--- config.mk ---
export PLATFORM = sky130hd
export DESIGN_NAME = writeback_arbiter_flat
export DESIGN_NICKNAME = d
export VERILOG_FILES = /design/src/rtl/wb_pkg.sv /design/src/rtl/writeback_arbiter_if.sv /design/src/rtl/wb_fifo.sv /design/src/rtl/writeback_arbiter.sv /design/src/flat_wrapper.sv
export SDC_FILE = /design/constraint.sdc
export NUM_CORES = 1
export LEC_CHECK = 0
export ABC_CLOCK_PERIOD_IN_PS = 3000
export CORE_UTILIZATION = 47
export DETAILED_ROUTE_END_ITERATION = 8
export PLACE_DENSITY = 0.8
export REMOVE_ABC_BUFFERS = 1
export SYNTH_ARGS = -nofsm -noshare
export SYNTH_HDL_FRONTEND = slang
export SYNTH_SLANG_ARGS = --single-unit
--- constraint.sdc ---
create_clock -name clk -period 3 [get_ports clk]
set_input_delay 0.3 -clock clk [delete_from_list [all_inputs] [get_ports clk]]
set_output_delay 0.3 -clock clk [all_outputs]
set_load 0.01 [all_outputs]
--- src/rtl/wb_pkg.sv ---
// Shared widths, queue entry type and writeback source select for writeback_arbiter.
package wb_pkg;

    localparam int unsigned DATA_W = 32;
    localparam int unsigned ADDR_W = 5;
    localparam int unsigned NREGS  = 1 << ADDR_W;

    typedef struct packed {
        logic [ADDR_W-1:0] rd;
        logic [DATA_W-1:0] data;
    } wb_req_t;

    typedef enum logic [1:0] {
        WB_NONE,
        WB_ALU,
        WB_QUEUE,
        WB_BYPASS
    } wb_src_e;

endpackage

--- src/rtl/writeback_arbiter_if.sv ---
// Writeback bus: ALU and memory result inputs, issue tracking, register-file write port.
interface writeback_arbiter_if;
    import wb_pkg::*;

    logic              alu_valid;
    logic [ADDR_W-1:0] alu_rd;
    logic [DATA_W-1:0] alu_data;
    logic              alu_stall;
    logic              mem_valid;
    logic              mem_ready;
    logic [ADDR_W-1:0] mem_rd;
    logic [DATA_W-1:0] mem_data;
    logic              issue_valid;
    logic [ADDR_W-1:0] issue_rd;
    logic [NREGS-1:0]  busy;
    logic              wb_wren;
    logic [ADDR_W-1:0] wb_addr;
    logic [DATA_W-1:0] wb_data;

    modport master (
        output alu_valid, alu_rd, alu_data, mem_valid, mem_rd, mem_data, issue_valid, issue_rd,
        input  alu_stall, mem_ready, busy, wb_wren, wb_addr, wb_data
    );

    modport slave (
        input  alu_valid, alu_rd, alu_data, mem_valid, mem_rd, mem_data, issue_valid, issue_rd,
        output alu_stall, mem_ready, busy, wb_wren, wb_addr, wb_data
    );

endinterface

--- src/rtl/wb_fifo.sv ---
// Memory-result queue: DEPTH entries (power of two), pointers wrap modulo depth.
module wb_fifo
    import wb_pkg::*;
#(
    parameter int unsigned DEPTH = 2
) (
    input  logic                     clk,
    input  logic                     reset,
    input  logic                     push,
    input  wb_req_t                  push_data,
    input  logic                     pop,
    output wb_req_t                  pop_data,
    output logic [$clog2(DEPTH):0]   count,
    output logic                     empty,
    output logic                     full
);

    localparam int unsigned PW = $clog2(DEPTH);
    localparam int unsigned CW = PW + 1;

    wb_req_t         entries [DEPTH];
    logic [PW-1:0]   wr_ptr;
    logic [PW-1:0]   rd_ptr;
    logic            do_push;
    logic            do_pop;

    assign do_push  = push & ~full;
    assign do_pop   = pop & ~empty;
    assign empty    = (count == '0);
    assign full     = (count == CW'(DEPTH));
    assign pop_data = entries[rd_ptr];

    always_ff @(posedge clk or posedge reset) begin
        if (reset) begin
            wr_ptr <= '0;
            rd_ptr <= '0;
            count  <= '0;
        end else begin
            if (do_push) wr_ptr <= wr_ptr + 1'b1;
            if (do_pop)  rd_ptr <= rd_ptr + 1'b1;
            case ({do_push, do_pop})
                2'b10:   count <= count + 1'b1;
                2'b01:   count <= count - 1'b1;
                default: count <= count;
            endcase
        end
    end

    always_ff @(posedge clk) begin
        if (do_push) entries[wr_ptr] <= push_data;
    end

endmodule

--- src/rtl/writeback_arbiter.sv ---
// Arbitrates ALU and memory writebacks onto the register-file write port.
// Optional busy scoreboard enabled by defining WB_SCOREBOARD_EN.
module writeback_arbiter
    import wb_pkg::*;
#(
    parameter int unsigned LQ_DEPTH = 2
) (
    input  logic                 clk,
    input  logic                 reset,
    writeback_arbiter_if.slave   port
);

    localparam int unsigned CW = $clog2(LQ_DEPTH) + 1;

    wb_src_e         src;
    wb_req_t         sel_req;
    wb_req_t         q_head;
    wb_req_t         mem_req;
    logic            q_push;
    logic            q_pop;
    logic            q_empty;
    logic            q_full;
    logic [CW-1:0]   q_count;
    logic            mem_acc;

    assign mem_req.rd   = port.mem_rd;
    assign mem_req.data = port.mem_data;

    assign port.mem_ready = ~reset & ~q_full;
    assign port.alu_stall = (q_count == CW'(LQ_DEPTH));
    assign mem_acc        = port.mem_valid & port.mem_ready;

    always_comb begin
        src     = WB_NONE;
        sel_req = '0;
        if (port.alu_valid) begin
            src          = WB_ALU;
            sel_req.rd   = port.alu_rd;
            sel_req.data = port.alu_data;
        end else if (!q_empty) begin
            src     = WB_QUEUE;
            sel_req = q_head;
        end else if (mem_acc) begin
            src     = WB_BYPASS;
            sel_req = mem_req;
        end
    end

    assign q_pop  = (src == WB_QUEUE);
    assign q_push = mem_acc & (src != WB_BYPASS);

    wb_fifo #(.DEPTH(LQ_DEPTH)) u_fifo (
        .clk       (clk),
        .reset     (reset),
        .push      (q_push),
        .push_data (mem_req),
        .pop       (q_pop),
        .pop_data  (q_head),
        .count     (q_count),
        .empty     (q_empty),
        .full      (q_full)
    );

    // r0 writes still consume their slot but never reach the register file
    always_ff @(posedge clk or posedge reset) begin
        if (reset) begin
            port.wb_wren <= 1'b0;
            port.wb_addr <= '0;
            port.wb_data <= '0;
        end else begin
            port.wb_wren <= (src != WB_NONE) && (sel_req.rd != '0);
            if (src != WB_NONE) begin
                port.wb_addr <= sel_req.rd;
                port.wb_data <= sel_req.data;
            end
        end
    end

`ifdef WB_SCOREBOARD_EN
    logic [NREGS-1:0] busy_q;
    logic [NREGS-1:0] busy_nxt;

    // Set is applied after clear so a coincident issue keeps the bit high
    always_comb begin
        busy_nxt = busy_q;
        if ((src == WB_QUEUE || src == WB_BYPASS) && sel_req.rd != '0)
            busy_nxt[sel_req.rd] = 1'b0;
        if (port.issue_valid && port.issue_rd != '0)
            busy_nxt[port.issue_rd] = 1'b1;
    end

    always_ff @(posedge clk or posedge reset) begin
        if (reset) busy_q <= '0;
        else       busy_q <= busy_nxt;
    end

    assign port.busy = busy_q;
`else
    logic unused_issue;
    assign unused_issue = ^{port.issue_valid, port.issue_rd};
    assign port.busy    = '0;
`endif

    a_no_alu_during_stall: assert property (
        @(posedge clk) disable iff (reset) !(port.alu_valid && port.alu_stall)
    );

endmodule

--- src/flat_wrapper.sv ---
// flat-port wrapper written by rule: the top's interface ports become plain ports
module writeback_arbiter_flat import wb_pkg::*;
#(
    parameter int unsigned LQ_DEPTH = 2
)
  (clk, reset, port_alu_valid, port_alu_rd, port_alu_data, port_mem_valid, port_mem_rd, port_mem_data, port_issue_valid, port_issue_rd, port_alu_stall, port_mem_ready, port_busy, port_wb_wren, port_wb_addr, port_wb_data);
  writeback_arbiter_if port_i ();
  input  logic clk;
  input  logic reset;
  input wire logic [$bits(port_i.alu_valid)-1:0] port_alu_valid;
  input wire logic [$bits(port_i.alu_rd)-1:0] port_alu_rd;
  input wire logic [$bits(port_i.alu_data)-1:0] port_alu_data;
  input wire logic [$bits(port_i.mem_valid)-1:0] port_mem_valid;
  input wire logic [$bits(port_i.mem_rd)-1:0] port_mem_rd;
  input wire logic [$bits(port_i.mem_data)-1:0] port_mem_data;
  input wire logic [$bits(port_i.issue_valid)-1:0] port_issue_valid;
  input wire logic [$bits(port_i.issue_rd)-1:0] port_issue_rd;
  output wire logic [$bits(port_i.alu_stall)-1:0] port_alu_stall;
  output wire logic [$bits(port_i.mem_ready)-1:0] port_mem_ready;
  output wire logic [$bits(port_i.busy)-1:0] port_busy;
  output wire logic [$bits(port_i.wb_wren)-1:0] port_wb_wren;
  output wire logic [$bits(port_i.wb_addr)-1:0] port_wb_addr;
  output wire logic [$bits(port_i.wb_data)-1:0] port_wb_data;
  assign port_i.alu_valid = port_alu_valid;
  assign port_i.alu_rd = port_alu_rd;
  assign port_i.alu_data = port_alu_data;
  assign port_i.mem_valid = port_mem_valid;
  assign port_i.mem_rd = port_mem_rd;
  assign port_i.mem_data = port_mem_data;
  assign port_i.issue_valid = port_issue_valid;
  assign port_i.issue_rd = port_issue_rd;
  assign port_alu_stall = port_i.alu_stall;
  assign port_mem_ready = port_i.mem_ready;
  assign port_busy = port_i.busy;
  assign port_wb_wren = port_i.wb_wren;
  assign port_wb_addr = port_i.wb_addr;
  assign port_wb_data = port_i.wb_data;
  writeback_arbiter #(.LQ_DEPTH(LQ_DEPTH)) u_core (.clk(clk), .reset(reset), .port(port_i));
endmodule
; Word level (Yosys, flattened, before mapping)
; Memories as Yosys holds them, arrays and structs flattened.
; Index checks and enable logic that the tools add are counted.
[word_totals]
register_bits = 42
latch_bits = 0
mem_bits_rw = 74
rom_bits = 0
inputBits = 84
output_inout_bits = 72
word_cells = 38
mem_count = 1
[mem_list]
columns = name, depth, word_bits, rd, rd_ports_with_merged_regs, wr, line_no
row1 = u_core.u_fifo.entries, 2, 37, 1, 0, 1, wb_fifo.sv:21  ; wb_req_t entries [DEPTH];
[op_classes]
add_sub_neg = 4
n_mul = 0
div_mod_pow = 0
order_cmp = 0
eq_ne = 5
shifts = 0
n_mux = 9
n_bitwise = 8
n_reduce_logical = 5
[op_table]
columns = cell, count
row1 = $mux 37, 3
row2 = $eq 2x2->1 const B, 3
row3 = $mux 2, 3
row4 = $and 1x1->1, 5
row5 = $reduce_bool 5->1, 1
row6 = $pmux 2 s2, 1
row7 = $reduce_bool 2->1, 2
row8 = $not 1->1, 3
row9 = $add 1x1->1 const B, 2
row10 = $add 2x1->2 const B, 1
row11 = $eq 2x1->1 const B, 1
row12 = $logic_not 2->1, 1
row13 = $mux 1, 2
row14 = $ne 2x2->1 const B, 1
row15 = $sub 2x1->2 const B, 1
row16 = $logic_and 1x1->1, 1

; Longest topological paths before layout
[depth]
word_depth = 12
depth_mapped = 7
depth_no_buf = 6

; Hierarchy
; Synthesis repeated with hierarchy kept, for this count alone.
[unflattened]
cells_unflattened = 412
area_unflattened_um2 = 5297.6
[modules_own_cells]
columns = module, instances, cells_per_inst, area_each_um2, seq_area_each_um2
row1 = wb_fifo, 1, 134, 2952.8, 2322.2
row2 = writeback_arbiter, 1, 278, 2344.7, 950.9

; Worst setup path after synthesis
; OpenSTA, ideal clock, no wires.
[synth_path]
path_type = input to register
from = in port_alu_valid
to = mem u_core.u_fifo.entries[0][0] (netlist name) (enable)
setup_time_ns = 0.431
t_arrival_ns = 2.402
t_required_ns = 2.569
slack_ns = 0.167
stages = 4
path_buffers = 1
cell_sequence = buf_2 > nor2b_1 > o21ai_0 > nor2_1
[synth_between]
elab_chain_cells = 6
[synth_rtl]
columns = element, line_no
row1 = "start, declared", flat_wrapper.sv:10  ; input wire logic [$bits(port_i.alu_valid)-1:0] port_alu_valid;
row2 = $mux 2, writeback_arbiter.sv:36  ; if (port.alu_valid) begin
row3 = $ne 2x2->1, writeback_arbiter.sv:50  ; assign q_push = mem_acc & (src != WB_BYPASS);
row4 = $and 1x1->1, writeback_arbiter.sv:50
row5 = $and 1x1->1, wb_fifo.sv:27  ; assign do_push = push & ~full;
row6 = $mux 1, wb_fifo.sv:50  ; if (do_push) entries[wr_ptr] <= push_data;
row7 = $mux 1 (implied by the code), wb_fifo.sv:50
row8 = "end, declared", wb_fifo.sv:21
; Every way passes these cells.

; Worst setup path after layout
[layout_path]
from = reg u_core.u_fifo.count[1]
to = reg u_core.u_fifo.count[1]
[layout_between]
elab_chain_cells = 12
word_cells_on_any_way = 20
classes_between = add/sub (2) / eq/ne (5) / mux (4) / bitwise (7) / reduce/logical (2)
[layout_rtl]
columns = element, line_no
row1 = "start, declared", wb_fifo.sv:13  ; output logic [$clog2(DEPTH):0] count,
row2 = "start signal, assigned", wb_fifo.sv:42  ; 2'b10: count <= count + 1'b1;
row3 = "start signal, assigned", wb_fifo.sv:43  ; 2'b01: count <= count - 1'b1;
row4 = "start signal, assigned", wb_fifo.sv:44  ; default: count <= count;
row5 = $eq 2x2->1, wb_fifo.sv:30  ; assign full = (count == CW'(DEPTH));
row6 = $not 1->1, "wb_fifo.sv:27, writeback_arbiter.sv:29"
row7 = $and 1x1->1, writeback_arbiter.sv:29  ; assign port.mem_ready = ~reset & ~q_full;
row8 = $and 1x1->1, writeback_arbiter.sv:31  ; assign mem_acc = port.mem_valid & port.mem_ready;
row9 = $mux 2, writeback_arbiter.sv:43  ; end else if (mem_acc) begin
row10 = $mux 2, writeback_arbiter.sv:40  ; end else if (!q_empty) begin
row11 = $mux 2, writeback_arbiter.sv:36
row12 = $ne 2x2->1, writeback_arbiter.sv:50
row13 = $and 1x1->1, writeback_arbiter.sv:50
row14 = $and 1x1->1, wb_fifo.sv:27
row15 = $eq 2x1->1 / $eq 2x2->1 (equally long branches), wb_fifo.sv:41  ; case ({do_push, do_pop})
row16 = $pmux 2 s2 / $reduce_bool 2->1 (equally long branches), --
; Several ways; a longest one is shown, not always the timed one.
; A chain may end at the register's enable or synchronous reset.

==> summary.md <==
| Metric | Value |
|---|---|
| Run status | `completed` |
| Max Clock Freq | `approximately 420 MHz` |
| DR vias/cell | `roughly 5.3` |
| LEAKAGE | `~2.6 nW` |
| CP Capture Point | `u_core.u_fifo.count[1]` |
| Core area | `10,460 µm²` |
| Skew final | `between 9 and 10 ps` |
| Combinational share of power | `between 20 and 30%` |
| Relative slew margins | `between 30% and 40%` |
| Worst r2r src | `u_core.u_fifo.count[1]` |
| Gr ovfl total | `0` |
| # Post-CTS Setup Buffers | `0` |
| Reg2Reg Setup Slack | `about 600 ps` |
| Port buffer count | `around 120` |
| RSZ-0062 raised after global routing | `false` |
| Starting Density | `between 40 and 50%` |
| Post-CTS resize count | `0` |
| Setup TNS | `0 ps` |
| Sw frac | `about 29%` |
| Crit path from | `u_core.u_fifo.count[1]` |
| CTS tree | `done` |
| HPWL Detailed | `around 7400 µm` |
| Synth Register Bits | `about 120` |
| WP data required | `around 3400 ps` |
| Die height | `~110 µm` |
| Peak supply drop | `between 0.4 and 0.5 mV` |
| Iter 0 DRT Violations | `between 150 and 200` |
| Worst-Margin Slew | `around 950 ps` |
| Distinct cells, synth | `31` |
| Synth Warn # | `0` |
| Max_cap viols | `0` |
| PD cells | `approximately 870 nW/µm²` |
| Type of destination of the critical path | `flip-flop` |
| Worst Setup Start Kind | `flip-flop` |
| Final hold viol count | `0` |
| Ports | `approximately 160` |
| Placed Area | `between 6000 and 7000 µm²` |
| Critical R2R Capture | `u_core.u_fifo.count[1]` |
| Clock Path Buffers | `2` |
| Post-DR wirelength/cell | `roughly 17 µm` |
| Crit path arrival time | `between 2000 and 3000 ps` |
| Post-route clock period utilization | `~80%` |
| DIE WIDTH | `106.7 µm` |
| DRC viols | `0` |
| Flop pwr share | `approximately 37%` |
| Antenna Nets Post-Route | `0` |
| Clock Latency Late Sink | `roughly 500 ps` |
| Total number of vias | `3,548` |
| Clk network pwr share | `a little over a third` |
| Critical path class | `reg2reg` |
| DR pass1 iterations | `5` |
| Antenna violations before repair | `0` |
| Hold_buf cts | `0` |
| Avg Cell Area, Syn | `13.05 µm²` |
| Cts bufs inserted | `17` |
| CTS sink cnt | `116` |
| WL final | `between 10,000 and 15,000 µm` |
| Final setup fails | `0` |
| Switch Pwr | `approximately 0.0017 W` |
| Crit path max fanout | `15` |
| Vias in the first global route | `3,697` |
| Final Cell Area | `6993 µm²` |
| Crit path time final | `2396 ps` |
| Mapped Area | `slightly above 5000 µm²` |
| Post-Route Utilization | `around 67%` |
| Hold crit path type | `in2async` |
| First-pass GRT wire length | `about 18,000 µm` |
| Clock-pin slew on the worst setup and hold paths | `60 ps` |
| Die ar. | `around 11,000 µm²` |
| Final #Nets | `between 600 and 700` |
| CTS H-Tree Depth | `4` |
| Share of cells above drive strength 1 | `between 10% and 20%` |
| Sequential area share after synthesis | `between 60% and 70%` |
| Largest net degree at the start of global routing | `between 40 and 50` |
| Clk Tree Root Cell | `clkbuf_8` |
| Area grow syn2layout | `35.69%` |
| Synth Instances | `roughly 400` |
| Fin. max-slew vios | `0` |
| Diodes inserted | `0` |
| GRT Total Usage | `between 20% and 30%` |
| WHS | `330.0 ps` |
| Worst R2R Path Depth | `6` |
| Pint | `approximately 0.0043 W` |
| GP Congestion | `between 0.7 and 0.8` |
| Cell Rows | `37` |
## critical path, stage by stage (launching register included)
cell     delay [ps]
dfrtp_1         720
nor2b_1         100
o21ai_0         760
ha_1            320
xnor2_1         140
nor2_1           70
xor2_1          130
## worst min-delay path by stage
stage,from,endpoint,slack (ps),cells past startpoint
after floorplan,port_mem_data[0],u_core.u_fifo.entries[0][0],400,0
after global placement,u_core.port.wb_data[26],u_core.port.wb_data[26],460,2
after detailed placement,u_core.port.wb_addr[4],u_core.port.wb_addr[4],460,1
after CTS,reset,u_core.port.wb_data[20],330,2
after global routing,reset,u_core.port.wb_data[3],380,2
final,reset,u_core.u_fifo.wr_ptr,330,2
## flip-flops by register name, summed over array words and instances, names as in the netlist
name / flops
u_core.port.wb_addr: 5
u_core.u_fifo.rd_ptr: 1
u_core.u_fifo.wr_ptr: 1
u_core.port.wb_wren: 1
u_core.port.wb_data: 32
u_core.u_fifo.entries: 74
u_core.u_fifo.count: 2
## metrics by stage
step                      std cells  worst slack, ps  power, W
after global routing            668            462.2  0.006346
after global placement          636            660.6  0.003932
after floorplan                 369            74.02  0.003152
after CTS                       668            585.9  0.006121
final                           668            603.8  0.006071
after detailed placement        636            559.6  0.003987
## cell families after synthesis
family	share of synthesized area, %
AND/OR/NAND/NOR	7.502
XOR/XNOR	0.8499
flip-flops	63.51
AO/OA/AOI/OAI	11.90
buffers and inverters	8.084
adder cells (fa/ha/maj)	0.2427
other	0.07276
multiplexers	7.842
## power by group through the flow
stage          Sequential [W]  Clock [W]  Combinational (W)
6_report              0.00225    0.00211            0.00171
3_5_place_dp          0.00228          0            0.00171
5_1_grt               0.00228    0.00222            0.00184
3_3_place_gp          0.00226          0            0.00167
2_1_floorplan         0.00240          0           0.000755
4_1_cts               0.00225    0.00214            0.00172
## cell usage after synthesis
master | instances | area share, %
mux2i_1 | 13 | 2.5
conb_1 | 1 | 0.073
nor3_1 | 9 | 0.87
a221oi_1 | 26 | 4.4
o21ai_1 | 10 | 0.97
nand2_1 | 31 | 2.3
dfrtp_1 | 42 | 20
buf_4 | 32 | 4.7
xor2_1 | 2 | 0.34
buf_6 | 3 | 0.66
buf_2 | 9 | 0.87
edfxtp_1 | 74 | 43
xnor2_1 | 3 | 0.51
nor4b_4 | 1 | 0.46
mux2_4 | 1 | 0.29
or2_0 | 1 | 0.12
nor3_4 | 1 | 0.32
inv_1 | 13 | 0.95
nor2_1 | 4 | 0.29
nor2b_1 | 24 | 2.9
mux2_2 | 23 | 5.0
o21ai_0 | 21 | 2.0
a211oi_1 | 9 | 1.3
ha_1 | 1 | 0.24
a21oi_1 | 20 | 1.9
a21o_1 | 3 | 0.44
or4_1 | 1 | 0.15
and2_1 | 1 | 0.12
a221oi_2 | 2 | 0.58
clkbuf_1 | 13 | 0.95
o21ba_2 | 1 | 0.19
## final cells by class
class                   count  area (µm²)
fillers                   767        3470
flip-flops and latches    116        3274
repair buffers            131        1271
multi-input cells         240        1595
clock inverters            12       177.7
inverters                  13       48.80
clock buffers              20       455.4
well taps                 136       170.2
## per-layer routing
layer | vias up | part of all wire, % | global-route usage [%]
met5 | - | 0 | 0
met4 | 0 | 1.5 | 8.415
met3 | 15 | 5.8 | 5.897
met2 | 161 | 52 | 36.31
met1 | 1730 | 41 | 24.89
li1 | 1642 | - | -
## placed cells by master, fill, tap and decap left out, types with 2 or more instances in the layout
cell type / synthesis / layout
buf_4: 32 / 14
nor2_1: 4 / 2
dfrtp_1: 42 / 41
a221oi_1: 26 / 26
clkinvlp_4: 0 / 6
nor2_4: 0 / 2
mux2i_1: 13 / 13
edfxtp_1: 74 / 74
mux2_2: 23 / 23
nand2_1: 31 / 31
inv_1: 13 / 12
clkbuf_16: 0 / 16
nor3_1: 9 / 9
nor2b_1: 24 / 24
xnor2_1: 3 / 3
o21ai_1: 10 / 10
clkbuf_8: 0 / 4
a21oi_1: 20 / 20
a221oi_2: 2 / 2
xor2_1: 2 / 2
conb_1: 1 / 32
a21o_1: 3 / 3
a211oi_1: 9 / 9
o21ai_0: 21 / 21
bufinv_16: 0 / 4
clkdlybuf4s50_1: 0 / 116
Power figures use the tool's default switching activity.
